<file path="src/rtl/uart_tx_scheduler_if.sv">
// Handshake bundle between the ALU/register-file requesters, the TX scheduler and the UART TX.
// master = scheduler side, slave = requesters plus UART TX.
interface uart_tx_scheduler_if #(
  parameter int DATA_WIDTH = 8
);
  logic                    alu_req;
  logic [2*DATA_WIDTH-1:0] alu_data;
  logic                    alu_ack;
  logic                    rf_req;
  logic [DATA_WIDTH-1:0]   rf_data;
  logic                    rf_ack;
  logic                    tx_busy;
  logic                    tx_valid;
  logic [DATA_WIDTH-1:0]   tx_data;
  logic                    sched_busy;

  modport master (
    input  alu_req, alu_data, rf_req, rf_data, tx_busy,
    output alu_ack, rf_ack, tx_valid, tx_data, sched_busy
  );

  modport slave (
    output alu_req, alu_data, rf_req, rf_data, tx_busy,
    input  alu_ack, rf_ack, tx_valid, tx_data, sched_busy
  );
endinterface

</file>
<file path="src/rtl/uart_tx_scheduler.sv">
// Round-robin share of one UART TX between ALU (2 bytes, low first) and register file (1 byte);
// req-to-tx_valid 2 cycles min, holds while tx_busy, re-sends a byte if tx_busy never rises.
module uart_tx_scheduler #(
  parameter int DATA_WIDTH   = 8,
  parameter int BUSY_TIMEOUT = 4
) (
  input logic               clk,
  input logic               rst,
  uart_tx_scheduler_if.master bus
);
  localparam int TW = $clog2(BUSY_TIMEOUT + 1);

  typedef enum logic [1:0] {IDLE, SEND, WAIT_HI, WAIT_LO} state_t;

  state_t                  state, state_nx;
  logic [2*DATA_WIDTH-1:0] byte_buf, byte_buf_nx;
  logic [1:0]              byte_cnt, byte_cnt_nx;
  logic [TW-1:0]           to_cnt, to_cnt_nx;
  logic                    last_alu, last_alu_nx;  // 1: ALU won the most recent grant
  logic                    alu_ack_q, alu_ack_nx;
  logic                    rf_ack_q, rf_ack_nx;
  logic                    tx_valid_q, tx_valid_nx;
  logic [DATA_WIDTH-1:0]   tx_data_q, tx_data_nx;
  logic                    sched_busy_q, sched_busy_nx;
  logic                    grant_alu;

  always_ff @(posedge clk or posedge rst) begin
    if (rst) begin
      state        <= IDLE;
      byte_buf     <= '0;
      byte_cnt     <= '0;
      to_cnt       <= '0;
      last_alu     <= 1'b0;
      alu_ack_q    <= 1'b0;
      rf_ack_q     <= 1'b0;
      tx_valid_q   <= 1'b0;
      tx_data_q    <= '0;
      sched_busy_q <= 1'b0;
    end else begin
      state        <= state_nx;
      byte_buf     <= byte_buf_nx;
      byte_cnt     <= byte_cnt_nx;
      to_cnt       <= to_cnt_nx;
      last_alu     <= last_alu_nx;
      alu_ack_q    <= alu_ack_nx;
      rf_ack_q     <= rf_ack_nx;
      tx_valid_q   <= tx_valid_nx;
      tx_data_q    <= tx_data_nx;
      sched_busy_q <= sched_busy_nx;
    end
  end

  // On a tie the requester that did not win last time gets the grant.
  assign grant_alu = bus.alu_req && (!bus.rf_req || !last_alu);

  always_comb begin
    state_nx    = state;
    byte_buf_nx = byte_buf;
    byte_cnt_nx = byte_cnt;
    to_cnt_nx   = to_cnt;
    last_alu_nx = last_alu;
    alu_ack_nx  = 1'b0;
    rf_ack_nx   = 1'b0;
    tx_valid_nx = 1'b0;
    tx_data_nx  = tx_data_q;

    case (state)
      IDLE: begin
        if (bus.alu_req || bus.rf_req) begin
          state_nx    = SEND;
          last_alu_nx = grant_alu;
          if (grant_alu) begin
            byte_buf_nx = bus.alu_data;
            byte_cnt_nx = 2'd2;
            alu_ack_nx  = 1'b1;
          end else begin
            byte_buf_nx = {{DATA_WIDTH{1'b0}}, bus.rf_data};
            byte_cnt_nx = 2'd1;
            rf_ack_nx   = 1'b1;
          end
        end
      end
      SEND: begin
        if (!bus.tx_busy) begin
          tx_valid_nx = 1'b1;
          tx_data_nx  = byte_buf[DATA_WIDTH-1:0];
          to_cnt_nx   = '0;
          state_nx    = WAIT_HI;
        end
      end
      WAIT_HI: begin
        if (bus.tx_busy) begin
          state_nx = WAIT_LO;
        end else if (to_cnt == TW'(BUSY_TIMEOUT - 1)) begin
          // UART never acknowledged the strobe: offer the same byte again.
          state_nx = SEND;
        end else begin
          to_cnt_nx = to_cnt + TW'(1);
        end
      end
      WAIT_LO: begin
        if (!bus.tx_busy) begin
          byte_cnt_nx = byte_cnt - 2'd1;
          if (byte_cnt == 2'd1) begin
            state_nx = IDLE;
          end else begin
            byte_buf_nx = byte_buf >> DATA_WIDTH;
            state_nx    = SEND;
          end
        end
      end
      default: state_nx = IDLE;
    endcase

    sched_busy_nx = (state_nx != IDLE);
  end

  assign bus.alu_ack    = alu_ack_q;
  assign bus.rf_ack     = rf_ack_q;
  assign bus.tx_valid   = tx_valid_q;
  assign bus.tx_data    = tx_data_q;
  assign bus.sched_busy = sched_busy_q;
endmodule
</file>
<file path="src/flat_wrapper.sv">
// flat-port wrapper written by rule: the top's interface ports become plain ports
module uart_tx_scheduler_flat 
#(
  parameter int DATA_WIDTH   = 8,
  parameter int BUSY_TIMEOUT = 4
)
  (clk, rst, bus_alu_req, bus_alu_data, bus_rf_req, bus_rf_data, bus_tx_busy, bus_alu_ack, bus_rf_ack, bus_tx_valid, bus_tx_data, bus_sched_busy);
  uart_tx_scheduler_if #(.DATA_WIDTH(DATA_WIDTH)) bus_i ();
  input logic clk;
  input logic rst;
  input wire logic [$bits(bus_i.alu_req)-1:0] bus_alu_req;
  input wire logic [$bits(bus_i.alu_data)-1:0] bus_alu_data;
  input wire logic [$bits(bus_i.rf_req)-1:0] bus_rf_req;
  input wire logic [$bits(bus_i.rf_data)-1:0] bus_rf_data;
  input wire logic [$bits(bus_i.tx_busy)-1:0] bus_tx_busy;
  output wire logic [$bits(bus_i.alu_ack)-1:0] bus_alu_ack;
  output wire logic [$bits(bus_i.rf_ack)-1:0] bus_rf_ack;
  output wire logic [$bits(bus_i.tx_valid)-1:0] bus_tx_valid;
  output wire logic [$bits(bus_i.tx_data)-1:0] bus_tx_data;
  output wire logic [$bits(bus_i.sched_busy)-1:0] bus_sched_busy;
  assign bus_i.alu_req = bus_alu_req;
  assign bus_i.alu_data = bus_alu_data;
  assign bus_i.rf_req = bus_rf_req;
  assign bus_i.rf_data = bus_rf_data;
  assign bus_i.tx_busy = bus_tx_busy;
  assign bus_alu_ack = bus_i.alu_ack;
  assign bus_rf_ack = bus_i.rf_ack;
  assign bus_tx_valid = bus_i.tx_valid;
  assign bus_tx_data = bus_i.tx_data;
  assign bus_sched_busy = bus_i.sched_busy;
  uart_tx_scheduler #(.DATA_WIDTH(DATA_WIDTH), .BUSY_TIMEOUT(BUSY_TIMEOUT)) u_core (.clk(clk), .rst(rst), .bus(bus_i));
endmodule
</file>
<file path="config.mk">
export PLATFORM = sky130hd
export DESIGN_NAME = uart_tx_scheduler_flat
export DESIGN_NICKNAME = d
export VERILOG_FILES = /design/src/rtl/uart_tx_scheduler_if.sv /design/src/rtl/uart_tx_scheduler.sv /design/src/flat_wrapper.sv
export SDC_FILE = /design/constraint.sdc
export NUM_CORES = 1
export LEC_CHECK = 0
export ABC_CLOCK_PERIOD_IN_PS = 4600
export BUFFER_PORTS_ARGS = -buffer_cell sky130_fd_sc_hd__buf_4
export CAP_MARGIN = 20
export CORE_UTILIZATION = 32
export CTS_CLUSTER_SIZE = 10
export DETAILED_ROUTE_END_ITERATION = 10
export HOLD_SLACK_MARGIN = 0.02
export SKIP_CTS_REPAIR_TIMING = 1
export SYNTH_ARGS = -nofsm -noshare
export SYNTH_HDL_FRONTEND = slang
export SYNTH_SLANG_ARGS = --single-unit
</file>
<file path="constraint.sdc">
create_clock -name clk -period 4.6 [get_ports clk]
set_input_delay 0.46 -clock clk [delete_from_list [all_inputs] [get_ports clk]]
set_output_delay 0.46 -clock clk [all_outputs]
set_load 0.005 [all_outputs]
</file>
* Word-level counts from Yosys, hierarchy flattened
Cells that the tools add are included.
** Word-level totals
- Logic and storage cells :: 66
- Input bits :: 29
- Bits in registers :: 36
- Output and inout port bits :: 12
** Cells by class
- Equal/unequal tests :: 11
- Add/sub/neg operators :: 2
- Mux-type cells :: 28
- Reductions and logical operators :: 14
- Bitwise logic cells :: 1
** Operators with widths (count)
- 2-to-1 mux 16 bit :: 4
- case mux 16 bit (2 select lines) :: 1
- 2-to-1 mux 2 bit :: 8
- inequality test 2 bit (second input constant) :: 5
- 2-to-1 mux 1 bit :: 9
- 2-to-1 mux 3 bit :: 3
- case mux 2 bit (4 select lines) :: 1
- AND reduction 4 bit :: 2
- case mux 3 bit (2 select lines) :: 1
- nonzero test 2 bit :: 3
- equality test 2 x 1 -> 1 bit (second input constant) :: 2
- equality test 2 bit (second input constant) :: 2
- case mux 2 bit (2 select lines) :: 1
- AND reduction 2 bit :: 2
- adder 3 x 1 -> 3 bit (second input constant) :: 1
- equality test 3 x 2 -> 1 bit (second input constant) :: 1
- AND reduction 3 bit :: 1
- logical NOT 1 bit :: 2
- logical NOT 2 bit :: 1
- logical OR 1 bit :: 2
- inequality test 2 x 1 -> 1 bit (second input constant) :: 1
- subtractor 2 x 1 -> 2 bit (second input constant) :: 1
- logical AND 1 bit :: 1
- inverter 1 bit :: 1

* Longest topological paths before layout
- Word-level depth :: 6
- Mapped depth :: 7
- Mapped depth without buffers :: 5

* Worst setup path before layout
Ideal clock, no wire load.
- Path type :: flip-flop to flip-flop
- From :: register u_core.to_cnt[0]
- To :: register u_core.to_cnt[0]
- Setup time :: 78 ps
- Path buffers :: 0
- Clock period less this slack :: 1665 ps
- Required time :: 4522 ps
- Arrival :: 1587 ps
- Slack :: 2935 ps
- Cell stages (with the launch flop) :: 6
- Cell sequence :: dfrtp_1 -> ha_1 -> ha_1 -> or3b_2 -> mux2_2 -> o2bb2ai_1
** On the way
- Longest elaborated chain between the ends :: 4
- Elaborated cells between the ends (all ways) :: 7
- Classes of those cells :: add/sub: 1; eq/ne: 2; mux: 3; reduce/logical: 1
** RTL lines
- start, declared :: line uart_tx_scheduler.sv:18 : logic [TW-1:0] to_cnt, to_cnt_nx;
- start signal, assigned :: line uart_tx_scheduler.sv:43 : to_cnt <= to_cnt_nx;
- adder 3 x 1 -> 3 bit :: line uart_tx_scheduler.sv:98 : to_cnt_nx = to_cnt + TW'(1);
- 2-to-1 mux 3 bit :: line uart_tx_scheduler.sv:94 : end else if (to_cnt == TW'(BUSY_TIMEOUT - 1)) begin
- 2-to-1 mux 3 bit :: line uart_tx_scheduler.sv:92 : if (bus.tx_busy) begin
- case mux 3 bit (2 select lines) :: line uart_tx_scheduler.sv:67 : case (state)
Several ways; a longest one is shown, not always the timed one. The select of a mux whose other input is x is not followed.
A chain may end at the register's enable or synchronous reset.

* Worst setup path after layout
- From :: register u_core.byte_cnt[0]
- To :: register u_core.byte_buf[7]
** On the way
- Longest elaborated chain between the ends :: 3
** RTL lines
- start, declared :: line uart_tx_scheduler.sv:17 : logic [1:0] byte_cnt, byte_cnt_nx;
- start signal, assigned :: line uart_tx_scheduler.sv:42 : byte_cnt <= byte_cnt_nx;
- equality test 2 x 1 -> 1 bit :: line uart_tx_scheduler.sv:104 : if (byte_cnt == 2'd1) begin
- inequality test 2 bit (no source line)
- AND reduction 4 bit (no source line)
- end signal, assigned :: line uart_tx_scheduler.sv:41 : byte_buf <= byte_buf_nx;
- end, declared :: line uart_tx_scheduler.sv:16 : logic [2*DATA_WIDTH-1:0] byte_buf, byte_buf_nx;
No other way between the ends.

==> flow_summary.toml <==
[yosys]
synth_warnings = 0
syn_nets = 181
synth_top_area_share_pct = 52.67
synth.distinct_cells = 35
synth-edff-count = 0
synth-main-ff-cell = "dfrtp_1"
seq_area_frac_synth_pct = 52.67
synthTopCellsByArea = "dfrtp_1 (53%), mux2_2 (5.9%), nor3_1 (5.3%), a22o_1 (4.1%), o211ai_1 (3.5%)"
netlist_area_um2 = 1710
async_reset_ff_share_pct = 100.0
ys_ff_latch = 36
synth_largest_area_cell = "dfrtp_1"
synth_area_per_cell_um2 = 11.48
netlist_instances = 149

[worst_setup_path]
worst-r2r-setup-slack_ns = 2.67
rr_startpoint = "u_core.byte_cnt[0]"
startpoint_type = "flop"
crit_start = "u_core.byte_cnt[0]"
crit_required_ns = 4.77
ff2ff_path_depth = 4
endpoint_kind = "flop"
crit_end = "u_core.byte_buf[7]"
path_class = "flop to flop"
arrival_ns = 2.10
r2r_end = "u_core.byte_buf[7]"
path_max_fanout = 16

[timing]
period_needed_ns = 1.929
whs_ns = 0.2816
relSlewSlack_pct = 47.25
worst_slew_pin_slew_ns = 0.7883
max_clock_freq_ghz = 0.5184
fin_worst_skew_ns = 0.004015
finalCritPeriodShare_pct = 41.93
finalSetupTns_ns = 0
hold_violations = 0
slew_viol_final = 0
rsz0062_at_grt = "false"
finalSetupViolCount = 0

[clocking]
clock_latency_ns = 0.29
clkTransAtPathRegs_ns = 0.07
cts_root_buffer = "clkbuf_8"
clock_sinks = 36
cts_buffer_depth = 2
cts_tree = "done"
cts_max_level = 2
cts_buffers = 5

[route]
wl_per_cell_um = 14.49
drc = 0
vias = 1268
viasPerCell = 4.934
antenna_left = 0
wl_mm = 3.725
drtPass1Iterations = 4
drt-initial-drc-count = 78

[cells_and_area]
mostFrequentLayoutCells = "buf_4 (41), dfrtp_1 (36), nor3_1 (18)"
layout.cells.most_common = "buf_4"
insertedDiodeCount = 0
fin_nets = 219
drive_gt1_share_pct = 34.22
area_growth_pct = 23.70

[placement]
dp_hpwl_mm = 2.654
place_congestion = 0.7674
portBuffers = 40

[run]
drv_cap = 0

[power_and_ir_drop]
clock_power_share_pct = 15.6
internal_power_uw = 864.9
p_leak_nw = 0.9610
swShare_pct = 35.93
cellPowerDensity_nw_per_um2 = 638.0
p_switching_uw = 485.0
power_frac_seq_pct = 43.2
max-vdd-ir-drop_v = 0.0002275
power_frac_comb_pct = 41.2

[global_routing]
grt_usage_pct = 14.88
grt_pass1_wl_mm = 6.003
grt_max_degree = 37
grt_overflow = 0
grt_pass1_vias = 1178
grt_antenna_before_repair = 0

[floorplanning]
rows = 26
fp.dieW_um = 75.11
dieArea_um2 = 5642
core_area_um2 = 5140
start_util_pct = 33.28
boundaryPins = 41
die_h_um = 75.11

[outcome]
status = "finished, final reports clean"

[worst_hold_path]
hp-class = "primary input to async pin"
-- registers in the layout (all words and copies together) (netlist names), 2 cells and up --
register	cells
u_core.state	2
u_core.byte_buf	16
u_core.bus.tx_data	8
u_core.to_cnt	3
u_core.byte_cnt	2
-- per-stage QoR --
| step | instances | total power [mW] | worst slack (ns) | utilization (%) | instance area (um^2) |
|---|---|---|---|---|---|
| after CTS | 257 | 1.360 | 2.695 | 41.16 | 2116 |
| after global placement | 250 | 1.134 | 2.760 | 39.65 | 2038 |
| after detailed placement | 250 | 1.143 | 2.717 | 39.65 | 2038 |
| final | 257 | 1.350 | 2.671 | 41.16 | 2116 |
| after global routing | 257 | 1.462 | 2.572 | 41.16 | 2116 |
| after floorplan | 149 | 0.9938 | 2.935 | - | 1710 |
-- area by class of cell --
type / count / area, um^2
clock buffer: 6 / 72.57
clock inverter: 1 / 5.005
fill: 535 / 3024
inverter: 6 / 22.52
multi-input combinational: 97 / 719.4
sequential: 36 / 900.9
tap: 70 / 87.58
timing repair buffer: 41 / 307.8
-- Yosys cell counts, types with 3 or more instances --
master and instances:
nor2_1 11, o2bb2ai_1 3, buf_2 3, dfrtp_1 36, a22o_1 8, o41ai_1 6, buf_4 3, o21ai_0 5
nor3_1 18, mux2_2 9, a21oi_1 3, o211ai_1 8, inv_1 6, ha_1 3
-- critical path, stage by stage (launching register included) --
cell and delay (ns):
dfrtp_1 0.41, ha_1 0.23, nand4bb_1 0.44, o21a_4 0.33, o41ai_1 0.40
-- power by group through the flow --
stage | Sequential, mW | Clock [mW] | Combinational [mW]
floorplan | 0.543 | 0 | 0.451
global placement | 0.585 | 0 | 0.549
detailed placement | 0.586 | 0 | 0.558
CTS | 0.582 | 0.217 | 0.561
global route | 0.603 | 0.234 | 0.625
finish | 0.583 | 0.210 | 0.557
-- worst min-delay path by stage --
stage / end / start / slack (ns) / cells after the start
global route: u_core.bus.tx_data[4] / rst / 0.33 / 3
floorplan: u_core.last_alu / u_core.last_alu / 0.47 / 1
finish: u_core.state[0] / rst / 0.28 / 3
global placement: u_core.byte_buf[15] / u_core.byte_buf[15] / 0.49 / 1
CTS: u_core.byte_buf[13] / rst / 0.30 / 3
detailed placement: u_core.byte_buf[9] / u_core.byte_buf[9] / 0.50 / 1
-- routing by layer --
metal | vias up | part of all wire [%] | GRT usage, %
met5 | - | 0 | 0
met1 | 600 | 48 | 20.37
met4 | 0 | 1.9 | 6.918
li1 | 637 | - | -
met3 | 7 | 4.4 | 4.150
met2 | 24 | 46 | 21.82
-- kinds of logic (layout without fill, tap and decap cells) --
group           Yosys count  in the layout  share of synthesized area, %
mux                       9              9                         5.926
flops                    36             36                         52.67
fa+ha+maj                 3              3                         2.195
buf+inv                  16             54                         5.267
compound gates           45             45                         21.65
simple gates             40             40                         12.29
Power figures use the tool's default switching activity.
